## src/rtl/lif_neuron.sv

```systemverilog
// lif_neuron: clocked leaky integrate-and-fire neuron with memory-mapped signed weights and threshold.
// Define LIF_ADAPTIVE_THRESH_EN to add a spike-driven threshold adaptation register (read at NUM_INPUTS+1).
module lif_neuron #(
  parameter int NUM_INPUTS        = 4,
  parameter int WEIGHT_SIZE       = 16,
  parameter int POT_WIDTH         = 24,
  parameter int WEIGHT_ADDR_WIDTH = 8,
  parameter int THRESH            = 10,
  parameter int RESET             = 0,
  parameter int LEAK_SHIFT        = 4,
  parameter int REFRAC_CYCLES     = 2
`ifdef LIF_ADAPTIVE_THRESH_EN
  ,
  parameter int THRESH_INC        = 4
`endif
) (
  input  logic                         clk,
  input  logic                         rst,
  input  logic                         step,
  input  logic [NUM_INPUTS-1:0]        spike_in,
  output logic                         spike_out,
  output logic signed [POT_WIDTH-1:0]  potential_out,
  input  logic [WEIGHT_ADDR_WIDTH-1:0] mem_addr,
  input  logic [WEIGHT_SIZE-1:0]       mem_din,
  input  logic                         mem_wen,
  output logic [WEIGHT_SIZE-1:0]       mem_dout
);
  localparam int CNT_W = $clog2(REFRAC_CYCLES + 2);
  localparam logic signed [POT_WIDTH-1:0] THRESH_INIT = POT_WIDTH'(THRESH);
  localparam logic signed [POT_WIDTH-1:0] RESET_POT   = POT_WIDTH'(RESET);
  localparam logic signed [POT_WIDTH-1:0] POT_MAX     = {1'b0, {(POT_WIDTH-1){1'b1}}};
  localparam logic signed [POT_WIDTH-1:0] POT_MIN     = {1'b1, {(POT_WIDTH-1){1'b0}}};
  localparam logic [CNT_W-1:0]            REFRAC_INIT = CNT_W'(REFRAC_CYCLES);

  typedef enum logic [0:0] {ST_INTEGRATE = 1'b0, ST_REFRACTORY = 1'b1} state_t;

  state_t                         state_r, state_nxt_s;
  logic signed [POT_WIDTH-1:0]    pot_r, pot_nxt_s;
  logic                           spike_r, spike_nxt_s;
  logic [CNT_W-1:0]               cnt_r, cnt_nxt_s;
  logic [WEIGHT_SIZE-1:0]         w_r [NUM_INPUTS];
  logic signed [POT_WIDTH-1:0]    thresh_r;
  logic [WEIGHT_SIZE-1:0]         dout_r, dout_nxt_s;
  logic signed [POT_WIDTH-1:0]    leak_s, sat_s;
  logic signed [POT_WIDTH:0]      sum_s;
  logic signed [POT_WIDTH+1:0]    sat_ext_s, thr_eff_s;
  logic                           fire_s;
`ifdef LIF_ADAPTIVE_THRESH_EN
  logic [WEIGHT_SIZE-1:0]         adapt_r, adapt_nxt_s;
  logic [WEIGHT_SIZE:0]           adapt_inc_s;

  assign thr_eff_s = {{2{thresh_r[POT_WIDTH-1]}}, thresh_r}
                   + {{(POT_WIDTH+2-WEIGHT_SIZE){1'b0}}, adapt_r};
`else
  assign thr_eff_s = {{2{thresh_r[POT_WIDTH-1]}}, thresh_r};
`endif

  assign spike_out     = spike_r;
  assign potential_out = pot_r;
  assign mem_dout      = dout_r;

  // Leak, weighted sum one bit wider than the potential, saturation and fire decision
  always_comb begin
    if (LEAK_SHIFT > 0) leak_s = pot_r >>> LEAK_SHIFT;
    else                leak_s = {POT_WIDTH{1'b0}};
    sum_s = {pot_r[POT_WIDTH-1], pot_r} - {leak_s[POT_WIDTH-1], leak_s};
    for (int i = 0; i < NUM_INPUTS; i++) begin
      if (spike_in[i]) sum_s = sum_s + {{(POT_WIDTH+1-WEIGHT_SIZE){w_r[i][WEIGHT_SIZE-1]}}, w_r[i]};
      else             sum_s = sum_s;
    end
    if (sum_s[POT_WIDTH] != sum_s[POT_WIDTH-1]) sat_s = sum_s[POT_WIDTH] ? POT_MIN : POT_MAX;
    else                                        sat_s = sum_s[POT_WIDTH-1:0];
    sat_ext_s = {{2{sat_s[POT_WIDTH-1]}}, sat_s};
    fire_s    = (state_r == ST_INTEGRATE) && (sat_ext_s >= thr_eff_s);
  end

  // FSM state register
  always_ff @(posedge clk or negedge rst) begin
    if (!rst) state_r <= ST_INTEGRATE;
    else      state_r <= state_nxt_s;
  end

  // FSM next state: only a step moves it
  always_comb begin
    state_nxt_s = state_r;
    if (step) begin
      case (state_r)
        ST_INTEGRATE:  state_nxt_s = (fire_s && (REFRAC_CYCLES > 0)) ? ST_REFRACTORY : ST_INTEGRATE;
        ST_REFRACTORY: state_nxt_s = (cnt_r <= CNT_W'(1)) ? ST_INTEGRATE : ST_REFRACTORY;
        default:       state_nxt_s = ST_INTEGRATE;
      endcase
    end else begin
      state_nxt_s = state_r;
    end
  end

  // FSM outputs: next potential, spike pulse and refractory count
  always_comb begin
    pot_nxt_s   = pot_r;
    spike_nxt_s = 1'b0;
    cnt_nxt_s   = cnt_r;
    if (step) begin
      case (state_r)
        ST_INTEGRATE: begin
          if (fire_s) begin
            pot_nxt_s   = RESET_POT;
            spike_nxt_s = 1'b1;
            cnt_nxt_s   = REFRAC_INIT;
          end else begin
            pot_nxt_s   = sat_s;
          end
        end
        ST_REFRACTORY: begin
          pot_nxt_s = RESET_POT;
          cnt_nxt_s = (cnt_r != {CNT_W{1'b0}}) ? cnt_r - CNT_W'(1) : {CNT_W{1'b0}};
        end
        default: pot_nxt_s = RESET_POT;
      endcase
    end else begin
      spike_nxt_s = 1'b0;
    end
  end

  // Datapath registers
  always_ff @(posedge clk or negedge rst) begin
    if (!rst) begin
      pot_r   <= RESET_POT;
      spike_r <= 1'b0;
      cnt_r   <= {CNT_W{1'b0}};
    end else begin
      pot_r   <= pot_nxt_s;
      spike_r <= spike_nxt_s;
      cnt_r   <= cnt_nxt_s;
    end
  end

  // Weight and threshold writes; a same-cycle step still sees the old values
  always_ff @(posedge clk or negedge rst) begin
    if (!rst) begin
      for (int i = 0; i < NUM_INPUTS; i++) w_r[i] <= WEIGHT_SIZE'(1);
      thresh_r <= THRESH_INIT;
    end else if (mem_wen) begin
      for (int i = 0; i < NUM_INPUTS; i++)
        if (mem_addr == WEIGHT_ADDR_WIDTH'(i)) w_r[i] <= mem_din;
      if (mem_addr == WEIGHT_ADDR_WIDTH'(NUM_INPUTS))
        thresh_r <= {{(POT_WIDTH-WEIGHT_SIZE){mem_din[WEIGHT_SIZE-1]}}, mem_din};
    end
  end

  // Read mux; unmapped addresses return zero
  always_comb begin
    dout_nxt_s = {WEIGHT_SIZE{1'b0}};
    for (int i = 0; i < NUM_INPUTS; i++) begin
      if (mem_addr == WEIGHT_ADDR_WIDTH'(i)) dout_nxt_s = w_r[i];
      else                                   dout_nxt_s = dout_nxt_s;
    end
    if (mem_addr == WEIGHT_ADDR_WIDTH'(NUM_INPUTS)) dout_nxt_s = thresh_r[WEIGHT_SIZE-1:0];
`ifdef LIF_ADAPTIVE_THRESH_EN
    else if (mem_addr == WEIGHT_ADDR_WIDTH'(NUM_INPUTS + 1)) dout_nxt_s = adapt_r;
`endif
    else dout_nxt_s = dout_nxt_s;
  end

  // Registered read data
  always_ff @(posedge clk or negedge rst) begin
    if (!rst) dout_r <= {WEIGHT_SIZE{1'b0}};
    else      dout_r <= dout_nxt_s;
  end

`ifdef LIF_ADAPTIVE_THRESH_EN
  // Adaptation: saturating bump on a spike, decay by one on every other step
  always_comb begin
    adapt_inc_s = {1'b0, adapt_r} + (WEIGHT_SIZE+1)'(THRESH_INC);
    adapt_nxt_s = adapt_r;
    if (step && spike_nxt_s)
      adapt_nxt_s = adapt_inc_s[WEIGHT_SIZE] ? {WEIGHT_SIZE{1'b1}} : adapt_inc_s[WEIGHT_SIZE-1:0];
    else if (step && (adapt_r != {WEIGHT_SIZE{1'b0}}))
      adapt_nxt_s = adapt_r - WEIGHT_SIZE'(1);
    else
      adapt_nxt_s = adapt_r;
  end

  // Adaptation register
  always_ff @(posedge clk or negedge rst) begin
    if (!rst) adapt_r <= {WEIGHT_SIZE{1'b0}};
    else      adapt_r <= adapt_nxt_s;
  end
`endif

endmodule

```

## config.mk

```make
export PLATFORM = sky130hd
export DESIGN_NAME = lif_neuron
export DESIGN_NICKNAME = d
export VERILOG_FILES = /design/src/rtl/lif_neuron.sv
export SDC_FILE = /design/constraint.sdc
export NUM_CORES = 1
export LEC_CHECK = 0
export ABC_AREA = 1
export BUFFER_PORTS_ARGS = -buffer_cell sky130_fd_sc_hd__buf_2
export CAP_MARGIN = 5
export CORE_AREA = 3 3 166 168
export DETAILED_ROUTE_END_ITERATION = 6
export DIE_AREA = 0 0 169 171
export PLACE_DENSITY_LB_ADDON = 0.05
export SLEW_MARGIN = 20
export SYNTH_ARGS = -nofsm -noshare
export SYNTH_HDL_FRONTEND = slang
export SYNTH_SLANG_ARGS = --single-unit
```

## constraint.sdc

```tcl
create_clock -name clk -period 25.6 [get_ports clk]
set_clock_uncertainty 0.15 [all_clocks]
set_input_delay 2.56 -clock clk [delete_from_list [all_inputs] [get_ports clk]]
set_output_delay 2.56 -clock clk [all_outputs]
set_load 0.02 [all_outputs]
```

# Word level (Yosys, flattened, before mapping)

Cells that the tools add are included.
Widths: inputs -> output; s select.

Add/subtract/negate cells: 6
Magnitude comparators: 2
Eq/ne operators: 6
Muxes and demuxes: 21
Bitwise logic cells: 1
Reductions and logical operators: 9

Operators by type and width:

| cell                | number |
|---|---|
| $add 25x25->25      | 4 |
| $mux 25             | 4 |
| $mux 16             | 5 |
| $mux 24             | 3 |
| $pmux 24 s2         | 1 |
| $sub 24x20->25      | 1 |
| $ge 24x16->1        | 1 |
| $eq 8x2->1 const B  | 2 |
| $reduce_and 2->1    | 6 |
| $eq 8x1->1 const B  | 1 |
| $eq 8x3->1 const B  | 1 |
| $logic_not 8->1     | 1 |
| $mux 1              | 4 |
| $mux 2              | 2 |
| $pmux 2 s2          | 1 |
| $le 2x1->1 const B  | 1 |
| $ne 2x2->1 const B  | 1 |
| $pmux 1 s2          | 1 |
| $reduce_bool 2->1   | 1 |
| $sub 2x1->2 const B | 1 |
| $logic_and 1x1->1   | 1 |
| $ne 1x1->1          | 1 |
| $not 1->1           | 1 |

Flip-flop bits (word level): 124
Output and inout port bits: 41

# Depth between registers and ports, before layout

Depth after elaboration: 16
Mapped depth: 71
Depth with buffers taken out: 70

# Worst setup path before layout

No wires, ideal clock.

Path kind: input-to-reg
From: in spike_in[0]
To: reg pot_r[3] (netlist: potential_out[3])
Data arrival time: 9.815 ns
Required time: 25.384 ns
Setup slack: 15.569 ns
Stages on the path: 51
Path buffers: 5
Cell sequence: buf_2 > inv_1 > buf_1 > buf_1 > o21a_1 > inv_1 > ha_1 > a21o_1 > nand2_1 > nand2_1 > o21bai_1 > a21oi_1 > inv_1 > or2_2 > nand3_1 > nand2_1 > ha_1 > a21o_1 > [15 not listed] > nand2_2 > nand2_8 > buf_6 > nand2_1 > inv_1 > ha_1 > nand2_1 > inv_1 > a221oi_1 > o21ai_0 > nand3_1 > nand3_1 > nand2_1 > nand4_1 > nor2_1 > buf_2 > nand3_1 > nand2_1

Longest elaborated chain between the ends: 13
Elaborated cells on any way between the ends: 14
Classes of those cells: add/sub: 3; order compare: 1; eq/ne: 1; mux: 8; reduce/logical: 1

Ends and longest elaborated chain:

| item                                         | line | source |
|---|---|---|
| start, declared                              | 20   | `input logic [NUM_INPUTS-1:0] spike_in,` |
| $mux 25 (*)                                  | 68   | `if (spike_in[i]) sum_s = sum_s + {{(POT_WIDTH+1-WEIGHT_SIZE){w_r[i][WEIGHT_SIZE-1]}}, w_r[i]};` |
| $add 25x25->25                               | 68   |  |
| $mux 25 (*)                                  | 68   |  |
| $add 25x25->25                               | 68   |  |
| $mux 25 (*)                                  | 68   |  |
| $add 25x25->25                               | 68   |  |
| $mux 25 (*)                                  | 68   |  |
| $mux 24 / $ne 1x1->1 (equally long branches) | 71   | `if (sum_s[POT_WIDTH] != sum_s[POT_WIDTH-1]) sat_s = sum_s[POT_WIDTH] ? POT_MIN : POT_MAX;` |
| $mux 24 (*)                                  | 71   |  |
| $ge 24x16->1                                 | 74   | `fire_s = (state_r == ST_INTEGRATE) && (sat_ext_s >= thr_eff_s);` |
| $logic_and 1x1->1                            | 74   |  |
| $mux 24 (*)                                  | 105  | `if (fire_s) begin` |
| $pmux 24 s2 (*)                              | 103  | `case (state_r)` |
| end signal, assigned                         | 131  | `pot_r <= pot_nxt_s;` |
| end, declared                                | 38   | `logic signed [POT_WIDTH-1:0] pot_r, pot_nxt_s;` |

Mark *: on every way between the ends. The rest lies on a longest branch, timed or not.
A chain may end at the register's enable or synchronous reset.

# Final worst setup path

From: in spike_in[0]
To: reg pot_r[0] (netlist: potential_out[0])

The elaborated chain is that of the path after synthesis.

==> metrics.yaml <==
setup_path:
  worst_path_max_delay_cell: "inv_1"
  worst_setup_path_start_kind: "input pin"
  crit_type: "in2reg"
  endpoint_kind: "flop"
  critPathArrivalTime_ns: 11.58
  critical_path.max_fanout: 33
  crit_top_cell: "nand2_1"
  max_stage_delay_ns: 0.72
  cp.required_ns: 25.81
pwr:
  p_leak_nw: 8.44
  ir_drop_mv: 0.0830
  p_per_area_nw_per_um2: 153
  power_w: 0.00237
clock_tree:
  cts_tree: "built"
  post_cts_buffers: 0
  ctsResizeCount: 0
  clkTransAtPathRegs_ns: 0.06
  clk_latency_ns: 0.43
  cts_buffers: 17
  root_buffer: "clkbuf_16"
  clock_path_buffers: 2
  ctsHoldBuffers: 0
  clock_sinks: 124
  htree_levels: 4
logic_synthesis:
  synthAdderAreaFrac: 0.135
  synth_top_family_by_area: "simple AND/OR/NAND/NOR gates"
  synth_ff_type: "dfrtp_1"
  synth.distinct_cells: 59
  ys_ff_latch: 124
  synth-edff-count: 0
  synth-compound-area-share: 0.169
  syn_nets: 2418
  ys_seq_area_frac: 0.218
  yosys_warnings: 0
  synth.area.mux_share: 0.000700
  synth_simple_gate_area_share: 0.345
  syn-cell-area_um2: 14300
  syn_area_per_cell_um2: 6.40
  synthXorXnorAreaFrac: 0.0404
  synthCells: 2235
  synthArstFlopShare: 1.00
floorplan:
  chipHeight_um: 171
  rows: 59
  initial_core_util: 0.549
  core_um2: 26100
  ios: 73
  fp.dieW_um: 169
  die-area_um2: 28900
sta:
  worst_pin_slew_ns: 0.943
  min_period_over_period: 0.445
  relSlewSlack: 0.370
  grt_setup_unrepaired: "no"
  fin_crit_ns: 11.38
  hold_viol: 0
  setup_viol: 0
  maxSlewViolCount: 0
  fmax_ghz: 0.0879
  setup_tns_ns: 0
global_route:
  grt.overflow.total: 0
  antenna_found_initial: 1
  grt_pass1_wl_um: 80100
  grt_pass1_vias: 14500
  grt_use_total: 0.354
  grt_max_degree: 71
route:
  via_count: 15400
  drt-total-wl_um: 51100
  ant_nets: 0
  wire_per_inst_um: 19.4
  drtIter0Drc: 1488
  avgViaCountPerCell: 5.84
  dr.pass1.iters: 7
  drc: 0
finish:
  area_delta_synth_final_pct: 8.28
  antenna-diode-count: 0
  nets: 2466
  final_cell_mix: "nand2_1, inv_1, o21ai_0"
  final_common_cell: "nand2_1"
  drive_gt1_frac: 0.0836
outcome:
  status: "completed"
placed_design:
  dp_hpwl_um: 41700
  place.port_buffers: 72
  gp_congestion: 0.972
flow_run:
  drv_cap: 0
worst_hold_path:
  min_path_type: "reg2reg"
## metal layers
layer / track usage / vias to the layer above / part of all wire
met4: 0.180 / 2 / 0.059
met3: 0.0423 / 102 / 0.080
met2: 0.544 / 650 / 0.43
li1: - / 7491 / -
met5: 0 / - / 0.00020
met1: 0.495 / 7111 / 0.43
## final timing paths
check | start | to | slack (ns) | depth (start not counted)
max | spike_in[0] | potential_out[0]$_DFFE_PN0P_ | 14.22 | 44
max reg2reg | potential_out[0]$_DFFE_PN0P_ | potential_out[0]$_DFFE_PN0P_ | 14.36 | 56
max in group asynchronous | rst | potential_out[21]$_DFFE_PN0P_ | 21.86 | 2
min | thresh_r[13]$_DFFE_PN0P_ | thresh_r[13]$_DFFE_PN0P_ | 0.34 | 2
min reg2reg | thresh_r[13]$_DFFE_PN0P_ | thresh_r[13]$_DFFE_PN0P_ | 0.34 | 2
min in group asynchronous | rst | thresh_r[4]$_DFFE_PN0P_ | 2.01 | 1
## worst max-delay path: cells and delay by family
| family | cells | cell delay [ns] |
|---|---|---|
| XOR/XNOR | 1 | 0.13 |
| AO/OA/AOI/OAI | 8 | 2.01 |
| AND/OR/NAND/NOR | 25 | 3.89 |
| buffers and inverters | 6 | 1.49 |
| adder cells (fa/ha/maj) | 4 | 1.48 |
## logic make-up after synthesis
family,after synthesis
XOR/XNOR,66
adder cells (fa/ha/maj),151
flip-flops,124
AO/OA/AOI/OAI,426
multiplexers,1
AND/OR/NAND/NOR,1131
buffers and inverters,336
## per-stage QoR
step | util | cell area (µm²) | hold WS, ns | std cells | setup WS [ns]
floorplan | - | 14300 | 0.303 | 2235 | 15.57
global placement | 0.571 | 14900 | 0.318 | 2599 | 14.22
detailed placement | 0.571 | 14900 | 0.324 | 2599 | 14.09
CTS | 0.594 | 15500 | 0.339 | 2631 | 14.49
global route | 0.594 | 15500 | 0.364 | 2631 | 13.26
finish | 0.594 | 15500 | 0.336 | 2631 | 14.22
## synthesized netlist by cell type, types with 2 or more instances
cell type	instances	share of area
a211oi_1	7	0.0037
a21boi_0	2	0.0011
a21o_1	16	0.0084
a21oi_1	132	0.046
a221oi_1	14	0.0086
a22o_1	3	0.0018
a31o_2	3	0.0018
a31oi_1	8	0.0035
and2_1	17	0.0074
buf_1	10	0.0026
buf_2	4	0.0014
buf_6	4	0.0032
buf_8	2	0.0021
clkbuf_1	30	0.0079
dfrtp_1	118	0.21
dfstp_2	6	0.011
fa_1	5	0.0070
ha_1	146	0.13
inv_1	284	0.075
inv_2	2	0.00053
nand2_1	684	0.18
nand2_2	19	0.0083
nand3_1	158	0.055
nand3_2	21	0.015
nand4_1	41	0.018
nor2_1	138	0.036
nor3_1	21	0.0074
nor3_2	2	0.0014
nor4_1	8	0.0035
o211ai_1	2	0.0011
o21a_1	9	0.0047
o21ai_0	182	0.064
o21ai_1	14	0.0049
o21ai_2	3	0.0018
o21bai_1	17	0.0089
o221ai_1	5	0.0031
o22ai_1	2	0.00088
or2_2	11	0.0048
xnor2_1	34	0.021
xor2_1	32	0.020
## state kept, by name, indices dropped and copies added (netlist names)
register	flops
cnt_r	2
potential_out	24
w_r	64
spike_out	1
thresh_r	16
mem_dout	16
state_r	1
## area by class of cell
type | count | area, µm²
clock buffers | 18 | 439
clock inverters | 14 | 148
fillers | 2573 | 10600
inverters | 286 | 1070
multi-input cells | 1775 | 9870
flip-flops and latches | 124 | 3110
well taps | 335 | 419
repair buffers | 79 | 415
## where the power goes
group	switching, W	internal [W]
clock	0.000108	0.000140
combinational	0.00127	0.000600
sequential	0.0000323	0.000218
Note: power is estimated with default switching activity, not from simulation.
